`src/rtl/ctrl_pkg.sv`:
```
// Shared definitions for the Harvard no-pipeline control unit: FSM state encoding,
// opcode constants (also used by the assembler and bench) and decoded opcode classes.
package ctrl_pkg;

    localparam logic [3:0] OP_STA = 4'b0000;
    localparam logic [3:0] OP_JMP = 4'b0001;
    localparam logic [3:0] OP_JEQ = 4'b0010;  // 001x: low bit is don't-care
    localparam logic [3:0] OP_STP = 4'b0100;
    localparam logic [3:0] OP_LDA = 4'b0101;
    localparam logic [3:0] OP_JMS = 4'b0110;
    localparam logic [3:0] OP_BBL = 4'b0111;
    localparam logic [3:0] OP_LDR = 4'b1110;
    localparam logic [3:0] OP_HLT = 4'b1111;

    typedef enum logic [5:0] {
        ST_IDLE  = 6'b000001,
        ST_FETCH = 6'b000010,
        ST_EXEC1 = 6'b000100,
        ST_EXEC2 = 6'b001000,
        ST_HALT  = 6'b010000,
        ST_FAULT = 6'b100000
    } state_t;

    typedef enum logic [9:0] {
        CL_NOP = 10'b00_0000_0001,
        CL_STA = 10'b00_0000_0010,
        CL_JMP = 10'b00_0000_0100,
        CL_JEQ = 10'b00_0000_1000,
        CL_STP = 10'b00_0001_0000,
        CL_LDA = 10'b00_0010_0000,
        CL_JMS = 10'b00_0100_0000,
        CL_BBL = 10'b00_1000_0000,
        CL_LDR = 10'b01_0000_0000,
        CL_HLT = 10'b10_0000_0000
    } op_class_t;

endpackage

```
`src/rtl/ctrl_decode.sv`:
```
// Combinational opcode decoder: maps the IR opcode to a one-hot instruction class.
// Any set bit above inst[3:0] demotes the instruction to NOP.
module ctrl_decode
    import ctrl_pkg::*;
#(
    parameter int OPC_W = 4
) (
    input  logic [OPC_W-1:0] inst,
    output op_class_t        op_class
);

    logic upper_zero;

    // NOTE: every variable written in a combinational block gets a default first, so no path
    // leaves it unassigned and no latch is inferred.
    always_comb begin
        upper_zero = 1'b1;
        for (int i = 4; i < OPC_W; i++) begin
            if (inst[i]) upper_zero = 1'b0;
        end

        op_class = CL_NOP;
        if (upper_zero) begin
            case (inst[3:0])
                OP_STA:           op_class = CL_STA;
                OP_JMP:           op_class = CL_JMP;
                OP_JEQ, 4'b0011:  op_class = CL_JEQ;
                OP_STP:           op_class = CL_STP;
                OP_LDA:           op_class = CL_LDA;
                OP_JMS:           op_class = CL_JMS;
                OP_BBL:           op_class = CL_BBL;
                OP_LDR:           op_class = CL_LDR;
                OP_HLT:           op_class = CL_HLT;
                default:          op_class = CL_NOP;
            endcase
        end
    end

endmodule

```
`src/rtl/ctrl_sequencer.sv`:
```
// Instruction-cycle FSM and return-stack depth tracker for the Harvard no-pipeline core.
// Strobes are decoded combinationally from state, opcode class, eq, mem_ready and sp.
module ctrl_sequencer
    import ctrl_pkg::*;
#(
    parameter int OPC_W       = 4,
    parameter int STACK_DEPTH = 8,
    parameter int SP_W        = 4
) (
    input  logic             clk,
    input  logic             rst_n,
    input  logic             run,
    input  logic             clr,
    input  logic [OPC_W-1:0] inst,
    input  logic             eq,
    input  logic             mem_ready,
    output logic             ir_load,
    output logic             pc_inc,
    output logic             pc_load,
    output logic             jump_mux,
    output logic             stack_mux,
    output logic             push,
    output logic             pop,
    output logic             WrEn,
    output logic             acc_load,
    output logic             e,
    output logic             halted,
    output logic             fault,
    output logic [SP_W-1:0]  sp
);

    localparam logic [SP_W-1:0] DEPTH_SP = SP_W'(STACK_DEPTH);

    state_t    state;
    op_class_t op_class;
    logic      stack_full;
    logic      stack_empty;

    ctrl_decode #(.OPC_W(OPC_W)) u_decode (
        .inst     (inst),
        .op_class (op_class)
    );

    assign stack_full  = (sp >= DEPTH_SP);
    assign stack_empty = (sp == '0);

    // NOTE: sequential state uses non-blocking assignments only, so every register samples
    // the pre-edge values regardless of statement order.
    always_ff @(posedge clk or negedge rst_n) begin
        if (!rst_n) begin
            state <= ST_IDLE;
            sp    <= '0;
        end else begin
            case (state)
                ST_IDLE:  if (run) state <= ST_FETCH;
                ST_FETCH: if (mem_ready) state <= ST_EXEC1;
                ST_EXEC1: begin
                    case (op_class)
                        CL_JMP, CL_STP: state <= ST_FETCH;
                        CL_JEQ:         state <= eq ? ST_EXEC2 : ST_FETCH;
                        CL_JMS: begin
                            if (stack_full) begin
                                state <= ST_FAULT;
                            end else begin
                                sp    <= sp + 1'b1;
                                state <= ST_FETCH;
                            end
                        end
                        CL_BBL: begin
                            if (stack_empty) begin
                                state <= ST_FAULT;
                            end else begin
                                sp    <= sp - 1'b1;
                                state <= ST_FETCH;
                            end
                        end
                        CL_STA:  if (mem_ready) state <= ST_EXEC2;
                        CL_HLT:  state <= ST_HALT;
                        default: state <= ST_EXEC2;  // LDA, LDR, NOP
                    endcase
                end
                ST_EXEC2: state <= run ? ST_FETCH : ST_IDLE;
                ST_HALT, ST_FAULT: begin
                    if (clr) begin
                        state <= ST_IDLE;
                        sp    <= '0;
                    end
                end
                default: state <= ST_IDLE;  // recover from an illegal one-hot code
            endcase
        end
    end

    always_comb begin
        ir_load   = 1'b0;
        pc_inc    = 1'b0;
        pc_load   = 1'b0;
        jump_mux  = 1'b0;
        stack_mux = 1'b0;
        push      = 1'b0;
        pop       = 1'b0;
        WrEn      = 1'b0;
        acc_load  = 1'b0;
        e         = 1'b0;
        halted    = (state == ST_HALT);
        fault     = (state == ST_FAULT);

        case (state)
            ST_FETCH: begin
                ir_load = mem_ready;
                pc_inc  = mem_ready;
            end
            ST_EXEC1: begin
                case (op_class)
                    CL_JMP, CL_STP: begin
                        pc_load  = 1'b1;
                        jump_mux = 1'b1;
                    end
                    CL_JEQ: begin
                        pc_load  = ~eq;
                        jump_mux = ~eq;
                    end
                    CL_JMS: begin
                        push     = ~stack_full;
                        pc_load  = ~stack_full;
                        jump_mux = ~stack_full;
                    end
                    CL_BBL: begin
                        pop       = ~stack_empty;
                        pc_load   = ~stack_empty;
                        jump_mux  = ~stack_empty;
                        stack_mux = ~stack_empty;
                    end
                    CL_STA:         WrEn = 1'b1;
                    CL_LDA, CL_LDR: e    = 1'b1;
                    default: ;
                endcase
            end
            ST_EXEC2: begin
                pc_inc = 1'b1;
                if (op_class == CL_LDA || op_class == CL_LDR) begin
                    acc_load = 1'b1;
                    e        = 1'b1;
                end
            end
            default: ;
        endcase
    end

endmodule
```
`config.mk`:
```
export PLATFORM = sky130hd
export DESIGN_NAME = ctrl_sequencer
export DESIGN_NICKNAME = d
export VERILOG_FILES = /design/src/rtl/ctrl_pkg.sv /design/src/rtl/ctrl_decode.sv /design/src/rtl/ctrl_sequencer.sv
export SDC_FILE = /design/constraint.sdc
export NUM_CORES = 1
export LEC_CHECK = 0
export ABC_CLOCK_PERIOD_IN_PS = 4200
export BUFFER_PORTS_ARGS = -buffer_cell sky130_fd_sc_hd__buf_4
export CELL_PAD_IN_SITES_DETAIL_PLACEMENT = 1
export CELL_PAD_IN_SITES_GLOBAL_PLACEMENT = 1
export CORE_UTILIZATION = 44
export CTS_BUF_LIST = sky130_fd_sc_hd__clkbuf_2
export DETAILED_ROUTE_END_ITERATION = 10
export GPL_TIMING_DRIVEN = 1
export PLACE_DENSITY = 0.88
export SLEW_MARGIN = 10
export SYNTH_ARGS = -nofsm -noshare
export SYNTH_HDL_FRONTEND = slang
export SYNTH_HIERARCHICAL = 1
export SYNTH_SLANG_ARGS = --single-unit
export TNS_END_PERCENT = 30
```
`constraint.sdc`:
```
create_clock -name clk -period 4.2 [get_ports clk]
set_input_delay 0.21 -clock clk [delete_from_list [all_inputs] [get_ports clk]]
set_output_delay 0.21 -clock clk [all_outputs]
set_load 0.05 [all_outputs]
```
==> key figures, run 1 <==
Status
  • Status: completed

Floorplan
  • Boundary pin count: 26
  • Die Y: 52.8 µm
  • Core area: 2450 µm²
  • Die ar.: 2790 µm²
  • Initial core utilization: 46.2%
  • Die W: 52.8 µm
  • Row count: 18

Setup path
  • Slowest Stage Delay on Critical Path: 0.44 ns
  • Worst Setup Start Kind: primary input
  • Most common cell on crit path: buf_4
  • Critical Path End: pc_load
  • Crit path from: inst[0]
  • CP Depth: 7
  • Crit path required time: 3.99 ns
  • R2r setup slk: 2.16 ns
  • Crit Path Max Fanout: 8
  • CP max-delay cell: or4_1
  • CP endpoint kind: output port
  • Reg2reg end: state[1]
  • Critical-path cell list: buf_4 -> and4bb_1 -> nor2b_1 -> a22oi_2 -> or4_1 -> a311oi_2 -> buf_4
  • Delay-heaviest family, CP: simple AND/OR/NAND/NOR gates
  • CP arrival: 2.21 ns
  • Reg2Reg Depth: 5
  • Worst R2R Start: sp[1]
  • Buf/Inv on CP: 2
  • Worst setup path class: primary input to output port

Hold path
  • Worst hold path class: primary input to register

Drt
  • Routed vias: 1095
  • Routed Antenna Nets: 0
  • Starting DRT DRC Count: 12
  • Wirelength, routed: 2950 µm
  • Via density: 6.05
  • Post-route DRC: 0
  • Drt first pass iters: 4
  • Routed wire per std cell: 16.3 µm

Timing
  • Fmax: 414 MHz
  • Worst slew pin tran: 0.682 ns
  • Worst clock skew: 0.00868 ns
  • Pins Over Slew Limit: 0
  • Setup WS post-layout: 1.78 ns
  • Final period util: 57.6%
  • Setup-failing EPs final: 0
  • Unrepaired setup endpoints after global routing: false
  • Final hold violations: 0
  • Total Negative Setup Slacks: 0 ns
  • Slew headroom: 54.1%
  • Fin crit period: 2.42 ns

Global routing
  • Largest net degree at the start of global routing: 13
  • Vias in the first global route: 1058
  • Global-route usage over all layers: 24.2%
  • Antenna violations before repair: 0
  • First-pass GRT wire length: 4970 µm
  • GR Overflow Total: 0

Flow run
  • Max-cap violations: 0

Logic synthesis
  • Most frequent cells after synthesis: 9 x dfrtp_1, 9 x nand2_1, 9 x nor2_1, 7 x o21ai_0
  • Register area share after synthesis: 22.2%
  • Synth warnings: 6
  • Synthesized area: 1130 µm²
  • Cell taking the most area after synthesis: dfrtp_1
  • Share of the synthesized area in the top cell type: 19.8%
  • Synthesized net count: 143
  • Post-synth ARST share: 100%
  • Top cells by area, synth: dfrtp_1 20%, xor2_1 4.6%, nor3b_1 4.0%
  • Post-synth cell types: 52
  • Yosys reg bits: 10
  • Syn avg cell area: 8.73 µm²
  • Ys flop type: dfrtp_1
  • Post-synth EDFFs: 0
  • Post-Syn Instances: 130

CTS
  • H-tree levels: 1
  • Reg clk slew, reported paths: 0.12 ns
  • Total CTS buffers: 3
  • CTS Root Buffer Type: clkbuf_2
  • Total clock sinks: 10
  • Deepest clock path buffer count: 2
  • CTS tree: yes
  • # Post-CTS Setup Buffers: 0
  • Worst skew pair latency: 0.26 ns

Finish
  • Fin area: 1330 µm²
  • Area grow syn2layout: 17.0%
  • N_diodes: 0
  • Layout Nets: 165
  • Share of cells above drive strength 1: 26.5%
  • Finished Core Util: 54.1%

Placement
  • Post-Place Setup Slack: 1.60 ns
  • DP Wirelength: 2380 µm
  • DP Area: 1300 µm²
  • GP Congestion: 0.774
  • Port Buffers: 25

Power and ir drop
  • Static Leak: 0.000598 µW
  • Maximum vdd drop: 0.184 mV
  • Cell Pwr Density: 341 nW/µm²
-- routing by layer --
metal | part of all wire [%] | vias up | global-route usage [%]
li1 | - | 534 | -
met1 | 47 | 538 | 30.6
met2 | 49 | 18 | 42.0
met3 | 2.2 | 5 | 2.61
met4 | 1.2 | 0 | 7.89
met5 | 0 | - | 0
-- where the power goes --
part           internal [µW]  switching (µW)
Clock                   20.7            36.7
Sequential               118            54.2
Combinational           98.0             125
-- cell families after synthesis --
group / count (synthesis) / share of synthesized area [%]
simple gates: 68 / 41.3
mux: 2 / 1.76
fa+ha+maj: 3 / 3.97
buf+inv: 12 / 6.39
compound gates: 27 / 18.2
flops: 10 / 22.2
xor+xnor: 8 / 6.17
-- worst min path at each step --
| stage | start | endpoint | slack (ns) | depth (start not counted) |
|---|---|---|---|---|
| 3_5_place_dp | rst_n | sp[1] | 0.05 | 1 |
| 4_1_cts | run | state[0] | 0.1 | 2 |
| 6_report | run | state[0] | 0.10 | 2 |
| 2_1_floorplan | rst_n | sp[0] | -0.09 | 0 |
| 5_1_grt | run | state[0] | 0.09 | 2 |
| 3_3_place_gp | rst_n | sp[1] | 0.05 | 1 |
-- registers in the layout (all words and copies together), names as in the netlist --
name	count
sp	4
state	6
-- timing repair --
action                                 in CTS  in global routing
hold buffers                                1                  0
setup endpoints to repair                   0                  0
endpoints found under the hold margin      10                  0
resized for setup                           0                  0
-- layout make-up --
cell class	instances	area [µm²]
clock buffer	3	15.0
clock inverter	1	3.75
fill	303	1130
inverter	3	11.3
multi-input combinational	108	811
sequential	10	251
tap	30	37.5
timing repair buffer	26	198
-- layout by cell type (no fill, tap or decap), types with 2 or more instances in the layout --
cell      count
nor2b_1       3
and4bb_1      2
o211a_1       2
inv_1         3
nor3b_1       6
xnor2_1       2
nand2b_1      2
clkbuf_2      3
nor3_1        6
nor4_1        5
xor2_1        6
and4b_1       3
mux2i_1       2
ha_1          2
dfrtp_1       9
nand3_1       5
nand2_1       9
nor4_2        2
or2_1         2
o21bai_1      2
o21ai_0       7
nand3b_1      2
a21oi_1       3
buf_4        25
nor4b_2       2
nor2_1        9
or4_1         2
-- stage by stage --
stage               std cells  total power (µW)  hold slack (ns)
floorplan                 130               338          -0.0856
global placement          176               383           0.0474
detailed placement        176               395           0.0515
CTS                       181               454           0.0956
global route              181               487           0.0883
finish                    181               452            0.102
Power figures use the tool's default switching activity.
==> run 2, diff against run 1 <==
--- a/config.mk
+++ b/config.mk
@@ -5,15 +5,15 @@
 export SDC_FILE = /design/constraint.sdc
 export NUM_CORES = 1
 export LEC_CHECK = 0
-export ABC_CLOCK_PERIOD_IN_PS = 4200
+export ABC_CLOCK_PERIOD_IN_PS = 2400
 export BUFFER_PORTS_ARGS = -buffer_cell sky130_fd_sc_hd__buf_4
 export CELL_PAD_IN_SITES_DETAIL_PLACEMENT = 1
 export CELL_PAD_IN_SITES_GLOBAL_PLACEMENT = 1
-export CORE_UTILIZATION = 44
+export CORE_UTILIZATION = 41
 export CTS_BUF_LIST = sky130_fd_sc_hd__clkbuf_2
 export DETAILED_ROUTE_END_ITERATION = 10
 export GPL_TIMING_DRIVEN = 1
-export PLACE_DENSITY = 0.88
+export PLACE_DENSITY = 0.83
 export SLEW_MARGIN = 10
 export SYNTH_ARGS = -nofsm -noshare
 export SYNTH_HDL_FRONTEND = slang
==> constraint.sdc (replaced) <==
create_clock -name clk -period 2.4 [get_ports clk]
set_input_delay 0.12 -clock clk [delete_from_list [all_inputs] [get_ports clk]]
set_output_delay 0.12 -clock clk [all_outputs]
set_load 0.05 [all_outputs]
==> key figures, run 2 (same netlist as run 1, synthesis figures left out) <==
Status
  • Status: completed

Power and ir drop
  • Maximum vdd drop: 0.494 mV (+170%)
  • Cell Pwr Density: 570 nW/µm² (+67%)
  • Static Leak: 0.000646 µW (+7.9%)

Floorplan
  • Boundary pin count: 26 (unchanged)
  • Row count: 18 (unchanged)
  • Die Y: 54.6 µm (+3.5%)
  • Initial core utilization: 44.6% (-1.6 points)
  • Die W: 54.6 µm (+3.5%)
  • Core area: 2540 µm² (+3.7%)
  • Die ar.: 2980 µm² (+7.0%)

Global routing
  • Global-route usage over all layers: 25.2% (+1.0 points)
  • Largest net degree at the start of global routing: 13 (unchanged)
  • GR Overflow Total: 0 (unchanged)
  • Antenna violations before repair: 0 (unchanged)
  • Vias in the first global route: 1112 (+5.1%)
  • First-pass GRT wire length: 5290 µm (+6.5%)

Placement
  • Port Buffers: 25 (unchanged)
  • DP Area: 1370 µm² (+5.3%)
  • DP Wirelength: 2650 µm (+11%)
  • GP Congestion: 0.823 (+6.4%)

Timing
  • Worst clock skew: 0.0231 ns (+0.0144 ns)
  • Fmax: 446 MHz
  • Slew headroom: 58.5% (+4.4 points)
  • Fin crit period: 2.24 ns
  • Pins Over Slew Limit: 0 (unchanged)
  • Final hold violations: 0 (unchanged)
  • Unrepaired setup endpoints after global routing: false
  • Final period util: 93.4%
  • Worst slew pin tran: 0.620 ns (-0.0616 ns)
  • Setup-failing EPs final: 0 (unchanged)

CTS
  • Total clock sinks: 10 (unchanged)
  • CTS tree: yes
  • Total CTS buffers: 3 (unchanged)
  • Worst skew pair latency: 0.27 ns (about the same)
  • # Post-CTS Setup Buffers: 0 (unchanged)
  • H-tree levels: 1 (unchanged)
  • Reg clk slew, reported paths: 0.12 ns (about the same)
  • CTS Root Buffer Type: clkbuf_2
  • Deepest clock path buffer count: 2 (unchanged)

Finish
  • Max FFs per register: 6 (unchanged)
  • Most frequent cells in the layout: 32 x buf_4, 9 x nor2_1, 9 x nand2_1, 9 x dfrtp_1, 7 x o21ai_0
  • Area grow syn2layout: 23.9%
  • Fin area: 1410 µm² (+5.9%)
  • Finished Core Util: 55.3% (+1.2 points)
  • N_diodes: 0 (unchanged)
  • Most common cell after layout, fill and taps aside: buf_4
  • Top reg by flops: state
  • Biggest regs: state (6), sp (4)
  • Layout Nets: 173 (+4.8%)
  • Share of cells above drive strength 1: 30.2% (+3.7 points)

Setup path
  • Crit Path Max Fanout: 6 (-2)
  • Worst setup path class: register to output port
  • CP arrival: 2.12 ns (-0.09 ns)
  • Reg2Reg Depth: 5 (unchanged)
  • Most common cell on crit path: or4_1
  • Crit path required time: 2.28 ns (-1.71 ns)
  • Slowest Stage Delay on Critical Path: 0.60 ns (+0.16 ns)
  • Critical-path cell list: or4_1 -> a22oi_2 -> or4_1 -> a311oi_4 -> buf_4
  • CP endpoint kind: output port
  • Worst Setup Start Kind: register
  • CP max-delay cell: or4_1

Drt
  • Routed Antenna Nets: 0 (unchanged)
  • Drt first pass iters: 4 (unchanged)
  • Routed wire per std cell: 17.1 µm (+5.1%)
  • Starting DRT DRC Count: 14 (+2)
  • Post-route DRC: 0 (unchanged)
  • Routed vias: 1084 (-1.0%)
  • Wirelength, routed: 3230 µm (+9.7%)
  • Via density: 5.74 (-5.2%)

Flow run
  • Max-cap violations: 0 (unchanged)

Hold path
  • Worst hold path class: primary input to async pin
[run 2: worst paths after layout]
kind	start	endpoint	slack [ns]
hold reg to reg	state[4]	state[4]	0.64
setup reg to reg	sp[1]	state[1]	0.33
min in group clk	clr	sp[1]	0.28
hold / removal	rst_n	state[2]	0.20
setup / recovery	sp[1]	pc_load	0.16
max in group asynchronous	rst_n	state[0]	1.98
[run 2: critical path: cells and delay by family (launching register included)]
family	cells	cell delay, ns
buffers and inverters	1	0.22
AO/OA/AOI/OAI	2	0.38
flip-flops	1	0.48
AND/OR/NAND/NOR	2	0.78
[run 2: where the power goes]
part	internal, µW	leakage, µW	switching [µW]
clock network	36.2	0.0000140	62.7
registers	206	0.000129	85.5
logic	180	0.000503	231
total	422	0.000646	379
[run 2: what timing repair did]
action / in CTS / in global routing
resized for setup: 0 / 0
endpoints found under the setup margin: 0 / 0
hold buffers: 2 / 0
hold endpoints to repair: 11 / 0
[run 2: layout make-up]
class                   instances  area (µm²)
well taps                      30        37.5
clock inverters                 1        3.75
repair buffers                 34         260
inverters                       3        11.3
fillers                       324        1140
clock buffers                   3        15.0
multi-input cells             108         827
flip-flops and latches         10         251
[run 2: metal layers]
metal	GRT usage (%)	wire length, µm
met5	0	0
met3	2.78	51
met1	30.4	1440
met2	45.2	1670
met4	8.97	74
[run 2: metrics by stage]
step	total power [µW]	cells	setup slack [ns]	setup TNS [ns]	hold slack (ns)
5_1_grt	867	189	0.0622	0	0.192
3_3_place_gp	682	183	0.115	0	-0.0467
6_report	802	189	0.158	0	0.198
4_1_cts	809	189	0.159	0	0.190
2_1_floorplan	595	130	-0.0834	-0.0834	-0.176
3_5_place_dp	704	183	-0.0683	-0.0683	-0.0384
==> run 3, diff against run 2 <==
--- a/config.mk
+++ b/config.mk
@@ -5,15 +5,17 @@
 export SDC_FILE = /design/constraint.sdc
 export NUM_CORES = 1
 export LEC_CHECK = 0
-export ABC_CLOCK_PERIOD_IN_PS = 2400
+export ABC_CLOCK_PERIOD_IN_PS = 2600
 export BUFFER_PORTS_ARGS = -buffer_cell sky130_fd_sc_hd__buf_4
+export CAP_MARGIN = 15
 export CELL_PAD_IN_SITES_DETAIL_PLACEMENT = 1
 export CELL_PAD_IN_SITES_GLOBAL_PLACEMENT = 1
-export CORE_UTILIZATION = 41
+export CORE_UTILIZATION = 44
 export CTS_BUF_LIST = sky130_fd_sc_hd__clkbuf_2
 export DETAILED_ROUTE_END_ITERATION = 10
 export GPL_TIMING_DRIVEN = 1
-export PLACE_DENSITY = 0.83
+export PLACE_DENSITY = 0.88
+export SETUP_SLACK_MARGIN = 0.4
 export SLEW_MARGIN = 10
 export SYNTH_ARGS = -nofsm -noshare
 export SYNTH_HDL_FRONTEND = slang
==> constraint.sdc (replaced) <==
create_clock -name clk -period 2.6 [get_ports clk]
set_input_delay 0.13 -clock clk [delete_from_list [all_inputs] [get_ports clk]]
set_output_delay 0.13 -clock clk [all_outputs]
set_load 0.05 [all_outputs]
==> key figures, run 3 (same netlist as run 1, synthesis figures left out) <==
Drt
  • Via density: 6.16 (+7.5%)
  • Post-route DRC: 0 (unchanged)
  • Routed Antenna Nets: 0 (unchanged)
  • Starting DRT DRC Count: 16 (+2)
  • Wirelength, routed: 3400 µm (+5.2%)
  • Routed wire per std cell: 18.1 µm (+5.8%)
  • Routed vias: 1159 (+6.9%)
  • Drt first pass iters: 4 (unchanged)

CTS
  • Deepest clock path buffer count: 2 (unchanged)
  • Total CTS buffers: 3 (unchanged)
  • H-tree levels: 1 (unchanged)
  • Reg clk slew, reported paths: 0.12 ns (about the same)
  • CTS tree: yes
  • CTS Root Buffer Type: clkbuf_2
  • Worst skew pair latency: 0.30 ns (+0.03 ns)
  • Total clock sinks: 10 (unchanged)

Setup path
  • CP max-delay cell: or4_1
  • Worst R2R Start: sp[1]
  • Crit path from: sp[1]
  • Critical-path cell list: or4_1 -> a22oi_2 -> or4_4 -> a311oi_4 -> buf_6
  • CP Depth: 5 (unchanged)
  • Crit Path Max Fanout: 6 (unchanged)
  • Worst setup path class: register to output port
  • CP arrival: 2.08 ns (-0.04 ns)
  • Reg2Reg Depth: 6 (+1)
  • Delay-heaviest family, CP: simple AND/OR/NAND/NOR gates
  • Crit path required time: 2.47 ns (+0.19 ns)
  • Slowest Stage Delay on Critical Path: 0.59 ns (about the same)
  • CP endpoint kind: output port
  • Worst Setup Start Kind: register
  • Buf/Inv on CP: 1 (unchanged)

Placement
  • Placed Instances: 178 (-2.7%)
  • Port Buffers: 25 (unchanged)
  • DP Wirelength: 2490 µm (-6.2%)
  • GP Congestion: 0.764 (-7.1%)

Finish
  • Layout Nets: 172 (-0.58%)
  • N_diodes: 0 (unchanged)
  • Max FFs per register: 6 (unchanged)
  • Share of cells above drive strength 1: 38.0% (+7.8 points)
  • Most frequent cells in the layout: 29 x buf_4, 9 x nor2_1, 8 x nand2_1
  • Area grow syn2layout: 28.1%
  • Most common cell after layout, fill and taps aside: buf_4
  • Layout filler cell count: 301 (-7.1%)
  • Final Non-Filler Cells: 188 (-0.53%)
  • Top reg by flops: state
  • Biggest regs: state (6), sp (4)

Power and ir drop
  • Static Leak: 0.000644 µW (-0.26%)
  • Maximum vdd drop: 0.330 mV (-33%)
  • Cell Pwr Density: 527 nW/µm² (-7.6%)

Timing
  • Worst clock skew: 0.00772 ns (-0.0154 ns)
  • Hold slack final: 0.175 ns (-0.0232 ns)
  • Setup-failing EPs final: 0 (unchanged)
  • Worst slew pin tran: 0.528 ns (-0.0918 ns)
  • Fmax: 453 MHz
  • Slew headroom: 64.5% (+5.9 points)
  • Final hold violations: 0 (unchanged)
  • Total Negative Setup Slacks: 0 ns (unchanged)
  • Final period util: 84.9%
  • Unrepaired setup endpoints after global routing: true
  • Fin crit period: 2.21 ns
  • Pins Over Slew Limit: 0 (unchanged)

Floorplan
  • Core area: 2450 µm² (-3.5%)
  • Die ar.: 2790 µm² (-6.6%)
  • Die Y: 52.8 µm (-3.3%)
  • Row count: 18 (unchanged)
  • Die W: 52.8 µm (-3.3%)
  • Initial core utilization: 46.2% (+1.6 points)
  • Boundary pin count: 26 (unchanged)

Global routing
  • GR Overflow Total: 0 (unchanged)
  • First-pass GRT wire length: 5090 µm (-3.9%)
  • Global-route usage over all layers: 25.3% (+0.13 points)
  • Vias in the first global route: 1082 (-2.7%)
  • Largest net degree at the start of global routing: 13 (unchanged)
  • Antenna violations before repair: 0 (unchanged)

Status
  • Status: completed

Hold path
  • Worst hold path class: primary input to async pin

Flow run
  • Max-cap violations: 0 (unchanged)
-- run 3: worst paths after layout --
kind | end | slack [ns]
setup / recovery | jump_mux | 0.39
hold / removal | state[2] | 0.17
setup reg to reg | sp[3] | 0.57
hold reg to reg | sp[0] | 0.58
max in group asynchronous | state[0] | 2.20
min in group clk | sp[2] | 0.22
-- run 3: per-layer routing --
layer,vias to the layer above,wire length (µm),global-route usage (%)
li1,551,-,-
met1,562,1410,30.4
met2,35,1710,44.3
met3,11,171,5.80
met4,0,107,7.46
met5,-,0,0
-- run 3: power breakdown --
part	internal [µW]	switching (µW)
registers	192	87.0
logic	167	215
clock network	33.2	70.8
total	393	373
-- run 3: timing repair --
| item | 4_1_cts | 5_1_grt |
|---|---|---|
| endpoints found under the setup margin | 3 | 4 |
| gates resized for setup | 3 | 9 |
| hold buffers | 2 | 0 |
| hold endpoints to repair | 11 | 0 |
| gates cloned | 0 | 0 |
| pin swaps | 1 | 4 |
| setup buffers | 1 | 3 |
-- run 3: layout make-up --
class / count / area (µm²) / share of cell area [%]
clock buffer: 3 / 15.0 / 1.03
sequential: 10 / 258 / 17.7
tap: 30 / 37.5 / 2.58
inverter: 3 / 11.3 / 0.775
clock inverter: 1 / 3.75 / 0.258
multi-input combinational: 108 / 868 / 59.7
timing repair buffer: 33 / 260 / 17.9
-- run 3: through the flow --
step | area (µm²) | worst slack, ns | util [%] | total power (µW)
after floorplan | 1160 | 0.259 | - | 552
after global placement | 1340 | 0.224 | 54.6 | 624
after detailed placement | 1340 | 0.0609 | 54.6 | 646
after CTS | 1400 | 0.400 | 57.0 | 755
after global routing | 1450 | 0.328 | 59.2 | 819
final | 1450 | 0.393 | 59.2 | 766
